`src/rtl/dispense_controller_pkg.sv`:
```
// rtl/dispense_controller_pkg.sv - shared state encoding for the water dispenser controller.
package dispense_controller_pkg;

  typedef enum logic [1:0] {
    ST_IDLE       = 2'd0,
    ST_DISPENSING = 2'd1,
    ST_DONE       = 2'd2,
    ST_FAULT      = 2'd3
  } state_t;

endpackage

```
`src/rtl/dispense_controller_step_timer.sv`:
```
// rtl/dispense_controller_step_timer.sv - step prescaler; one-cycle tick on the last count of each step.
module step_timer #(
  parameter int TICKS_PER_STEP = 5000000
) (
  input  logic clock,
  input  logic reset,
  input  logic i_clear,
  input  logic i_enable,
  output logic o_tick
);

  localparam int CW = $clog2(TICKS_PER_STEP);
  localparam logic [CW-1:0] LAST = CW'(TICKS_PER_STEP - 1);
  localparam logic [CW-1:0] ONE  = CW'(1);

  logic [CW-1:0] r_count;
  logic          w_wrap;

  assign w_wrap = i_enable && (r_count == LAST);
  assign o_tick = w_wrap;

  always_ff @(posedge clock or posedge reset) begin
    if (reset) begin
      r_count <= '0;
    end else if (i_clear || w_wrap) begin
      r_count <= '0;
    end else if (i_enable) begin
      r_count <= r_count + ONE;
    end
  end

endmodule

```
`src/rtl/dispense_controller.sv`:
```
// rtl/dispense_controller.sv - dispenser FSM: cup size, timed valve, cancel and dry-tank fault.
module dispense_controller
  import dispense_controller_pkg::*;
#(
  parameter int TICKS_PER_STEP = 5000000,
  parameter int SMALL_STEPS    = 30,
  parameter int LARGE_STEPS    = 60,
  parameter int STEP_WIDTH     = 8
) (
  input  logic                  clock,
  input  logic                  reset,
  input  logic                  size_pressed,
  input  logic                  start_pressed,
  input  logic                  stop_pressed,
  input  logic                  tank_empty,
  output logic                  valve_open,
  output logic                  size_large,
  output logic                  busy,
  output logic                  done,
  output logic                  fault,
  output logic [STEP_WIDTH-1:0] remaining_steps
);

  localparam logic [STEP_WIDTH-1:0] SMALL_LOAD = STEP_WIDTH'(SMALL_STEPS);
  localparam logic [STEP_WIDTH-1:0] LARGE_LOAD = STEP_WIDTH'(LARGE_STEPS);
  localparam logic [STEP_WIDTH-1:0] STEP_ONE   = STEP_WIDTH'(1);

  state_t                r_state;
  state_t                w_state_next;
  logic                  r_valve_open;
  logic                  r_size_large;
  logic                  r_busy;
  logic                  r_done;
  logic                  r_fault;
  logic [STEP_WIDTH-1:0] r_remaining;

  logic                  w_size_next;
  logic [STEP_WIDTH-1:0] w_remaining_next;
  logic                  w_load;
  logic                  w_timer_en;
  logic                  w_tick;

  assign w_timer_en = (r_state == ST_DISPENSING);

  step_timer #(
    .TICKS_PER_STEP (TICKS_PER_STEP)
  ) u_step_timer (
    .clock    (clock),
    .reset    (reset),
    .i_clear  (w_load),
    .i_enable (w_timer_en),
    .o_tick   (w_tick)
  );

  always_ff @(posedge clock or posedge reset) begin
    if (reset) begin
      r_state <= ST_IDLE;
    end else begin
      r_state <= w_state_next;
    end
  end

  always_comb begin
    w_state_next     = r_state;
    w_size_next      = r_size_large;
    w_remaining_next = r_remaining;
    w_load           = 1'b0;
    case (r_state)
      ST_IDLE: begin
        // stop outranks start, and start suppresses a same-cycle size toggle
        if (stop_pressed) begin
          w_state_next = ST_IDLE;
        end else if (start_pressed && tank_empty) begin
          w_state_next = ST_FAULT;
        end else if (start_pressed) begin
          w_state_next     = ST_DISPENSING;
          w_load           = 1'b1;
          w_remaining_next = r_size_large ? LARGE_LOAD : SMALL_LOAD;
        end else if (size_pressed) begin
          w_size_next = ~r_size_large;
        end
      end
      ST_DISPENSING: begin
        if (tank_empty) begin
          w_state_next     = ST_FAULT;
          w_remaining_next = '0;
        end else if (stop_pressed) begin
          w_state_next     = ST_IDLE;
          w_remaining_next = '0;
        end else if (w_tick) begin
          if (r_remaining == STEP_ONE) begin
            w_state_next     = ST_DONE;
            w_remaining_next = '0;
          end else begin
            w_remaining_next = r_remaining - STEP_ONE;
          end
        end
      end
      ST_DONE: begin
        w_state_next = ST_IDLE;
      end
      ST_FAULT: begin
        if (stop_pressed && !tank_empty) begin
          w_state_next = ST_IDLE;
        end
      end
      default: begin
        w_state_next     = ST_IDLE;
        w_remaining_next = '0;
      end
    endcase
  end

  // Outputs are registered from the next state so they line up with r_state.
  always_ff @(posedge clock or posedge reset) begin
    if (reset) begin
      r_valve_open <= 1'b0;
      r_size_large <= 1'b0;
      r_busy       <= 1'b0;
      r_done       <= 1'b0;
      r_fault      <= 1'b0;
      r_remaining  <= '0;
    end else begin
      r_valve_open <= (w_state_next == ST_DISPENSING);
      r_size_large <= w_size_next;
      r_busy       <= (w_state_next == ST_DISPENSING);
      r_done       <= (w_state_next == ST_DONE);
      r_fault      <= (w_state_next == ST_FAULT);
      r_remaining  <= w_remaining_next;
    end
  end

  assign valve_open      = r_valve_open;
  assign size_large      = r_size_large;
  assign busy            = r_busy;
  assign done            = r_done;
  assign fault           = r_fault;
  assign remaining_steps = r_remaining;

endmodule
```
`config.mk`:
```
export PLATFORM = sky130hd
export DESIGN_NAME = dispense_controller
export DESIGN_NICKNAME = d
export VERILOG_FILES = /design/src/rtl/dispense_controller_pkg.sv /design/src/rtl/dispense_controller_step_timer.sv /design/src/rtl/dispense_controller.sv
export SDC_FILE = /design/constraint.sdc
export NUM_CORES = 1
export LEC_CHECK = 0
export ABC_AREA = 1
export ABC_CLOCK_PERIOD_IN_PS = 3000
export CORE_ASPECT_RATIO = 1.75
export CORE_MARGIN = 4
export CORE_UTILIZATION = 40
export CTS_CLUSTER_DIAMETER = 80
export CTS_CLUSTER_SIZE = 12
export DETAILED_ROUTE_END_ITERATION = 8
export GPL_TIMING_DRIVEN = 0
export PLACE_DENSITY = 0.55
export SYNTH_ARGS = -nofsm -noshare
export SYNTH_HDL_FRONTEND = slang
export SYNTH_SLANG_ARGS = --single-unit
```
`constraint.sdc`:
```
create_clock -name clock -period 3 [get_ports clock]
set_clock_uncertainty 0.1 [all_clocks]
set_input_delay 0.3 -clock clock [delete_from_list [all_inputs] [get_ports clock]]
set_output_delay 0.3 -clock clock [all_outputs]
set_load 0.01 [all_outputs]
```
==> results.md, run 1 <==
- Status: finished, final reports clean
- Cell taking the most area after synthesis: dfrtp_1
- Final Max Slew Viols: 0
- # Post-CTS Setup Buffers: 0
- F_max: 563 MHz
- Initial Utilization: 0.418
- CP required: 3.09 ns
- Placer Congestion: 0.805
- # IOs: 19
- Core area: 5680 sq um
- Share of synthesized flip-flops with an asynchronous set or reset: 1.00
- Power Dens Cells: roughly 750 nW/um^2
- Worst slew pin tran: 0.801 ns
- CP max FO: 5
- Final Hold Fails: 0
- Worst vdd ir: around 0.42 mV
- Post-synth top area share: 0.390
- Final ANT Viol Nets: 0
- WHS: 0.374 ns
- Port bufs: 18
- Max-slew headroom: 0.465
- Minimum clock period: about 1.8 ns
- Critical Path Source Type: flip-flop
- Crit Path Category: reg -> reg
- Clk_lat worst skew: 0.29 ns
- Worst hold path type: in -> async
- Post-CTS sizing: 0
- Largest net degree at the start of global routing: 38
- Setup TNS: 0 ns
- CTS Buf Count: 5
- CTS tree: done
- Mean Syn Cell Area: 7.33 sq um
- Post-synth EDFFs: 0
- Clk sinks: 37
- Post-DP HPWL: ~4500 um
- Most used DFF post-synth: dfrtp_1
- Tot Pwr: 0.00208 W
- Post-synth net total: around 330
- Number of diodes: 0
- Finished Core Util: 0.490
- Initial antenna violation count: 0
- Area Overhead vs Synth: 17.2%
- Final setup violation count: 0
- Critical Path AT: 1.86 ns
- Seq cells post-synth: 37
- Max-cap viol count: 0
- First-pass GRT wire length: a little under 10000 um
- Unique masters post-synth: 32
- Clk slew on worst S/H paths: ~0.080 ns
- Met3 Usage GRT: 0.0276
- H-tree Lvls: 2
- Final worst-path cycle share: 0.592
- Drt drc: 0
- Initial DRC count: 73
- Full die area: between 7000 and 8000 sq um
- Yosys warning count: 0
- Synthesized area: 2370 sq um
- GR Util All Layers: 0.178
- Cell Rows: 36
- Die height: 110 um
- Post-synthesis sequential area ratio: 0.390
- RSZ-0062 raised after global routing: no
- Leakage: 1.25 nW
- Met1 GRT Util: 0.184
- Cts hold-fix bufs: 0
- DIE WIDTH: 66.2 um
- Pre-antenna DRT Iters: 4
- Final net count: 358
- Root cell of the clock tree: clkbuf_8
- Met2 usage: 0.346
- Grt total ovfl: 0
- Fillers: 624
- Synth top area cells: dfrtp_1, nand2_1, nor2_1
- Vias in the first global route: 2128
- Share of cells above drive strength 1: 0.140
- Post-DR vias/cell: between 4 and 5
- CTS Buffer Depth: 2
- GRT busiest layer: met2
- DR vias: 2116
- CP endpoint kind: flip-flop
- Post-Syn Instances: 324
- Final wirelength: about 5800 um
- Routed WL per cell: 13.6 um
==> through the flow <==
step / setup slack [ns] / area [sq um] / cells
finish: 1.23 / 2780 / 426
global route: 1.08 / 2780 / 426
CTS: 1.24 / 2780 / 426
detailed placement: 0.932 / 2650 / 418
global placement: 0.827 / 2650 / 418
floorplan: 1.45 / 2370 / 324
==> cell type report <==
cell class	instances	area, sq um	area share
multi-input cells	236	1230	0.441
flip-flops and latches	37	926	0.333
repair buffers	18	180	0.0647
inverters	47	179	0.0643
well taps	76	95.1	0.0342
clock buffers	5	68.8	0.0247
clock inverters	3	65.1	0.0234
plain buffers	4	41.3	0.0148
==> state kept, by name (all words and copies together), names as in the netlist <==
name and count:
size_large 1, busy 1, remaining_steps 8, fault 1
r_state 2, u_step_timer.r_count 23, done 1
==> cells by family (layout without fill, tap and decap cells) <==
| logic type | Yosys count | after routing | synth area share |
|---|---|---|---|
| AO/OA/AOI/OAI | 38 | 38 | 0.0917 |
| buffers and inverters | 51 | 77 | 0.0928 |
| XOR/XNOR | 9 | 9 | 0.0332 |
| adder cells (fa/ha/maj) | 3 | 3 | 0.0158 |
| AND/OR/NAND/NOR | 186 | 186 | 0.376 |
| flip-flops | 37 | 37 | 0.390 |
==> critical path, stage by stage, from the launching register on <==
cell and delay, ns:
dfrtp_1 0.45, nor2_1 0.30, nand2_1 0.14, o21ai_0 0.38, o21ai_0 0.15, nand2_1 0.09, o21ai_1 0.06
==> cell usage in the layout (no fill, tap or decap), types with 2 or more instances in the layout <==
cell             synthesis  routed
nand2_1                 71      71
nor2_1                  46      46
dfrtp_1                 37      37
inv_1                   34      33
nand3_1                 25      25
clkdlybuf4s50_1          0      18
o21ai_1                 17      17
inv_2                   11      12
nand4_1                 10      10
nor3_1                  10      10
nand2_2                  9       9
a21oi_1                  9       9
xor2_1                   7       7
o21ai_0                  6       6
nor2_4                   5       5
clkbuf_8                 0       5
nor2_2                   4       4
buf_6                    3       3
ha_1                     3       3
xnor2_1                  2       2
a31oi_1                  2       2
bufinv_16                0       2
==> power breakdown <==
| part | switching, W | internal [W] |
|---|---|---|
| clock | 0.000188 | 0.000330 |
| combinational | 0.000478 | 0.000340 |
| sequential | 0.000128 | 0.000614 |
==> per-layer routing <==
metal / share of wire / wire length [um]
met2: 0.56 / 3260
met1: 0.39 / 2250
met3: 0.024 / 141
met4: 0.022 / 130
met5: 0 / 0
==> final timing paths <==
| kind | start | end | slack [ns] | cells after the start |
|---|---|---|---|---|
| worst max register to register | remaining_steps[3] | remaining_steps[2] | 1.23 | 6 |
| worst max-delay path | remaining_steps[3] | remaining_steps[2] | 1.23 | 6 |
| max in group asynchronous | reset | u_step_timer.r_count[5] | 1.91 | 2 |
| worst min-delay path | reset | u_step_timer.r_count[18] | 0.37 | 2 |
| worst min register to register | u_step_timer.r_count[1] | u_step_timer.r_count[1] | 0.44 | 2 |
| min in group clock | u_step_timer.r_count[1] | u_step_timer.r_count[1] | 0.44 | 2 |
==> cells in the mapped netlist, types with 2 or more instances <==
cell / instances
xor2_1: 7
nor2_4: 5
nand3_1: 25
nor2_2: 4
nand2_2: 9
buf_6: 3
nor2_1: 46
dfrtp_1: 37
a31oi_1: 2
a21oi_1: 9
inv_2: 11
inv_1: 34
o21ai_1: 17
nand2_1: 71
o21ai_0: 6
xnor2_1: 2
nor3_1: 10
nand4_1: 10
ha_1: 3
Note: power is estimated with default switching activity, not from simulation.
==> run 2: changes to the inputs <==
--- a/config.mk
+++ b/config.mk
@@ -6,7 +6,7 @@
 export NUM_CORES = 1
 export LEC_CHECK = 0
 export ABC_AREA = 1
-export ABC_CLOCK_PERIOD_IN_PS = 3000
+export ABC_CLOCK_PERIOD_IN_PS = 1610
 export CORE_ASPECT_RATIO = 1.75
 export CORE_MARGIN = 4
 export CORE_UTILIZATION = 40
@@ -14,7 +14,7 @@
 export CTS_CLUSTER_SIZE = 12
 export DETAILED_ROUTE_END_ITERATION = 8
 export GPL_TIMING_DRIVEN = 0
-export PLACE_DENSITY = 0.55
+export PLACE_DENSITY = 0.58
 export SYNTH_ARGS = -nofsm -noshare
 export SYNTH_HDL_FRONTEND = slang
 export SYNTH_SLANG_ARGS = --single-unit
==> constraint.sdc (replaced) <==
create_clock -name clock -period 1.61 [get_ports clock]
set_clock_uncertainty 0.1 [all_clocks]
set_input_delay 0.161 -clock clock [delete_from_list [all_inputs] [get_ports clock]]
set_output_delay 0.161 -clock clock [all_outputs]
set_load 0.01 [all_outputs]
==> run 2 against run 1 <==
  * The run now ends with setup timing left
  * First-iteration DRC count grew 58%
  * Global-route usage grew 1.4 points
  * Hold slack lost 0.13 ns
  * Register-to-register slack lost 1.2 ns
  * Final area grew 14%
  * Sequential share of layout area shrank 3.7 points
  * Critical endpoint is now u_step_timer.r_count[8]
  * Highest routed layer unchanged
==> results.md, run 2 (synthesis gave the netlist of run 1 again) <==
- CP required: 1.74 ns (was 3.09 ns)
- Grt total ovfl: 0 (unchanged)
- Cell Rows: 36 (unchanged)
- Initial DRC count: 115 (was 73)
- DR vias: 2263 (was 2116)
- GR Util All Layers: 0.192 (was 0.178)
- Final setup margin: -0.0240 ns (was 1.23 ns)
- Clk slew on worst S/H paths: 0.07 ns (was 0.08 ns)
- CTS tree: done (unchanged)
- CTS Buffer Depth: 2 (unchanged)
- Die height: 110 um (unchanged)
- F_max: 612 MHz (was 563 MHz)
- Max-cap viol count: 0 (unchanged)
- Power Dens Cells: 1310 nW/um^2 (was 747 nW/um^2)
- Placer Congestion: 0.839 (was 0.805)
- # IOs: 19 (unchanged)
- Fin cells: 453 (was 426)
- Worst hold path type: in -> async (unchanged)
- Max reg flops: 23 (unchanged)
- Worst reg2reg path depth: 11 (was 6)
- Critical Path Source Type: flip-flop (unchanged)
- Final net count: 386 (was 358)
- Share of cells above drive strength 1: 0.340 (was 0.140)
- Number of diodes: 0 (unchanged)
- Initial Utilization: 0.418 (unchanged)
- Commonest non-fill, non-tap cell in the layout: nand2_1 (unchanged)
- Crit path capture: u_step_timer.r_count[8] (was remaining_steps[2])
- Dpl cells: 418 (unchanged)
- Core area: 5680 sq um (unchanged)
- Failing checks: setup timing
- Initial antenna violation count: 0 (unchanged)
- Max-slew headroom: 0.452 (was 0.465)
- CP endpoint kind: flip-flop (unchanged)
- Clk sinks: 37 (unchanged)
- DIE WIDTH: 66.2 um (unchanged)
- Area Overhead vs Synth: 33.8% (was 17.2%)
- Clk_lat worst skew: 0.30 ns (was 0.29 ns)
- Worst slew pin tran: 0.821 ns (was 0.801 ns)
- First-pass GRT wire length: 10500 um (was 9810 um)
- Post-DP HPWL: 4520 um (was 4490 um)
- RSZ-0062 raised after global routing: yes (was no)
- Full die area: 7280 sq um (unchanged)
- RR Startpoint: u_step_timer.r_count[0] (was remaining_steps[3])
- Final Max Slew Viols: 0 (unchanged)
- Most frequent cells in the layout: nand2_1, nor2_1, inv_1 (was nand2_1, nor2_1, dfrtp_1)
- Worst vdd ir: 0.854 mV (was 0.422 mV)
- Leakage: 1.42 nW (was 1.25 nW)
- Critical Path AT: 1.77 ns (was 1.86 ns)
- Largest net degree at the start of global routing: 38 (unchanged)
- Routed WL per cell: 14.6 um (was 13.6 um)
- H-tree Lvls: 2 (unchanged)
- Final ANT Viol Nets: 0 (unchanged)
- Most flops, register: u_step_timer.r_count (unchanged)
- Crit Path Category: reg -> reg (unchanged)
- Status: finished, violations left (was finished, final reports clean)
- Final worst-path cycle share: 1.01 (was 0.592)
- Crit path launch: u_step_timer.r_count[0] (was remaining_steps[3])
- Root cell of the clock tree: clkbuf_8 (unchanged)
- Pre-antenna DRT Iters: 4 (unchanged)
- CTS Buf Count: 5 (unchanged)
- Finished Core Util: 0.560 (was 0.490)
- CP max FO: 5 (unchanged)
- Minimum clock period: 1.63 ns (was 1.77 ns)
- Placed inst area: 2650 sq um (unchanged)
- Post-DR vias/cell: 5.00 (was 4.97)
- Register-to-register setup slack: -0.02 ns (was 1.23 ns)
- Vias in the first global route: 2234 (was 2128)
- Final wirelength: 6620 um (was 5790 um)
- Final Hold Fails: 0 (unchanged)
- Drt drc: 0 (unchanged)
- Port bufs: 18 (unchanged)
- Design area: 3180 sq um (was 2780 sq um)
- Final setup violation count: 1 (was 0)
- R2R Path End: u_step_timer.r_count[8] (was remaining_steps[2])
run 2: cell types whose count changed in the layout (fill, tap and decap cells not counted), moves of 6 or more:
cell / before / now
buf_4: 1 / 22
dfrtp_1: 37 / 26
dfrtp_2: 0 / 11
nand2_1: 71 / 62
nor2_1: 46 / 34
nor2_2: 4 / 10
nor2_4: 5 / 11
run 2: stage by stage:
stage	TNS (ns)	total power (W)	worst slack [ns]	hold slack (ns)
global placement	-22.66	0.00292	-0.442	0.420
detailed placement	-6.79	0.00294	-0.313	0.424
finish	-0.0240	0.00417	-0.0240	0.243
global route	-1.62	0.00444	-0.112	0.307
CTS	-0.0323	0.00381	-0.0127	0.276
floorplan	0	0.00239	0.0628	0.230
run 2: worst max-delay path, cell delays in order, from the launching register on:
cell and delay (ns):
dfrtp_2 0.44, ha_4 0.19, nand2_2 0.05, inv_2 0.04, nand2_4 0.06, nor2_4 0.05
a31oi_4 0.22, buf_6 0.18, inv_8 0.04, nor2_4 0.09, nand2_1 0.05, nand2_1 0.05
run 2: cell type report:
cell class                 instances  area, sq um
sequential                        37          940
tap                               76         95.1
buffer                             4         45.0
timing repair inverter             1         6.26
multi-input combinational        236         1400
inverter                          47          195
timing repair buffer              45          405
clock buffer                       7         86.3
fill                             579         2500
run 2: what timing repair did:
item / 4_1_cts / 5_1_grt
setup buffers: 14 / 12
gates resized for setup: 18 / 62
pin swaps: 13 / 19
endpoints found under the setup margin: 37 / 38
gates cloned: 1 / 1
hold buffers: 0 / 0
run 2: power by group:
part / switching, W / internal (W) / total (W) / leakage, nW
combinational: 0.00111 / 0.000945 / 0.00205 / 0.894
sequential: 0.000264 / 0.00116 / 0.00143 / 0.480
clock: 0.000351 / 0.000340 / 0.000692 / 0.0443
run 2: worst min-delay path by stage:
stage,end,slack (ns),cells after the start,start
global placement,u_step_timer.r_count[1],0.42,2,u_step_timer.r_count[1]
global route,u_step_timer.r_count[20],0.31,2,reset
CTS,fault,0.28,2,reset
detailed placement,u_step_timer.r_count[1],0.42,2,u_step_timer.r_count[1]
floorplan,remaining_steps[7],0.23,3,tank_empty
finish,u_step_timer.r_count[20],0.24,2,reset
run 2: layer usage:
layer / vias up / wire length, um / GRT usage
met4: 0 / 210 / 0.0945
met1: 1076 / 2380 / 0.184
met5: - / 0 / 0
met2: 33 / 3920 / 0.380
met3: 16 / 109 / 0.0297
li1: 1138 / - / -
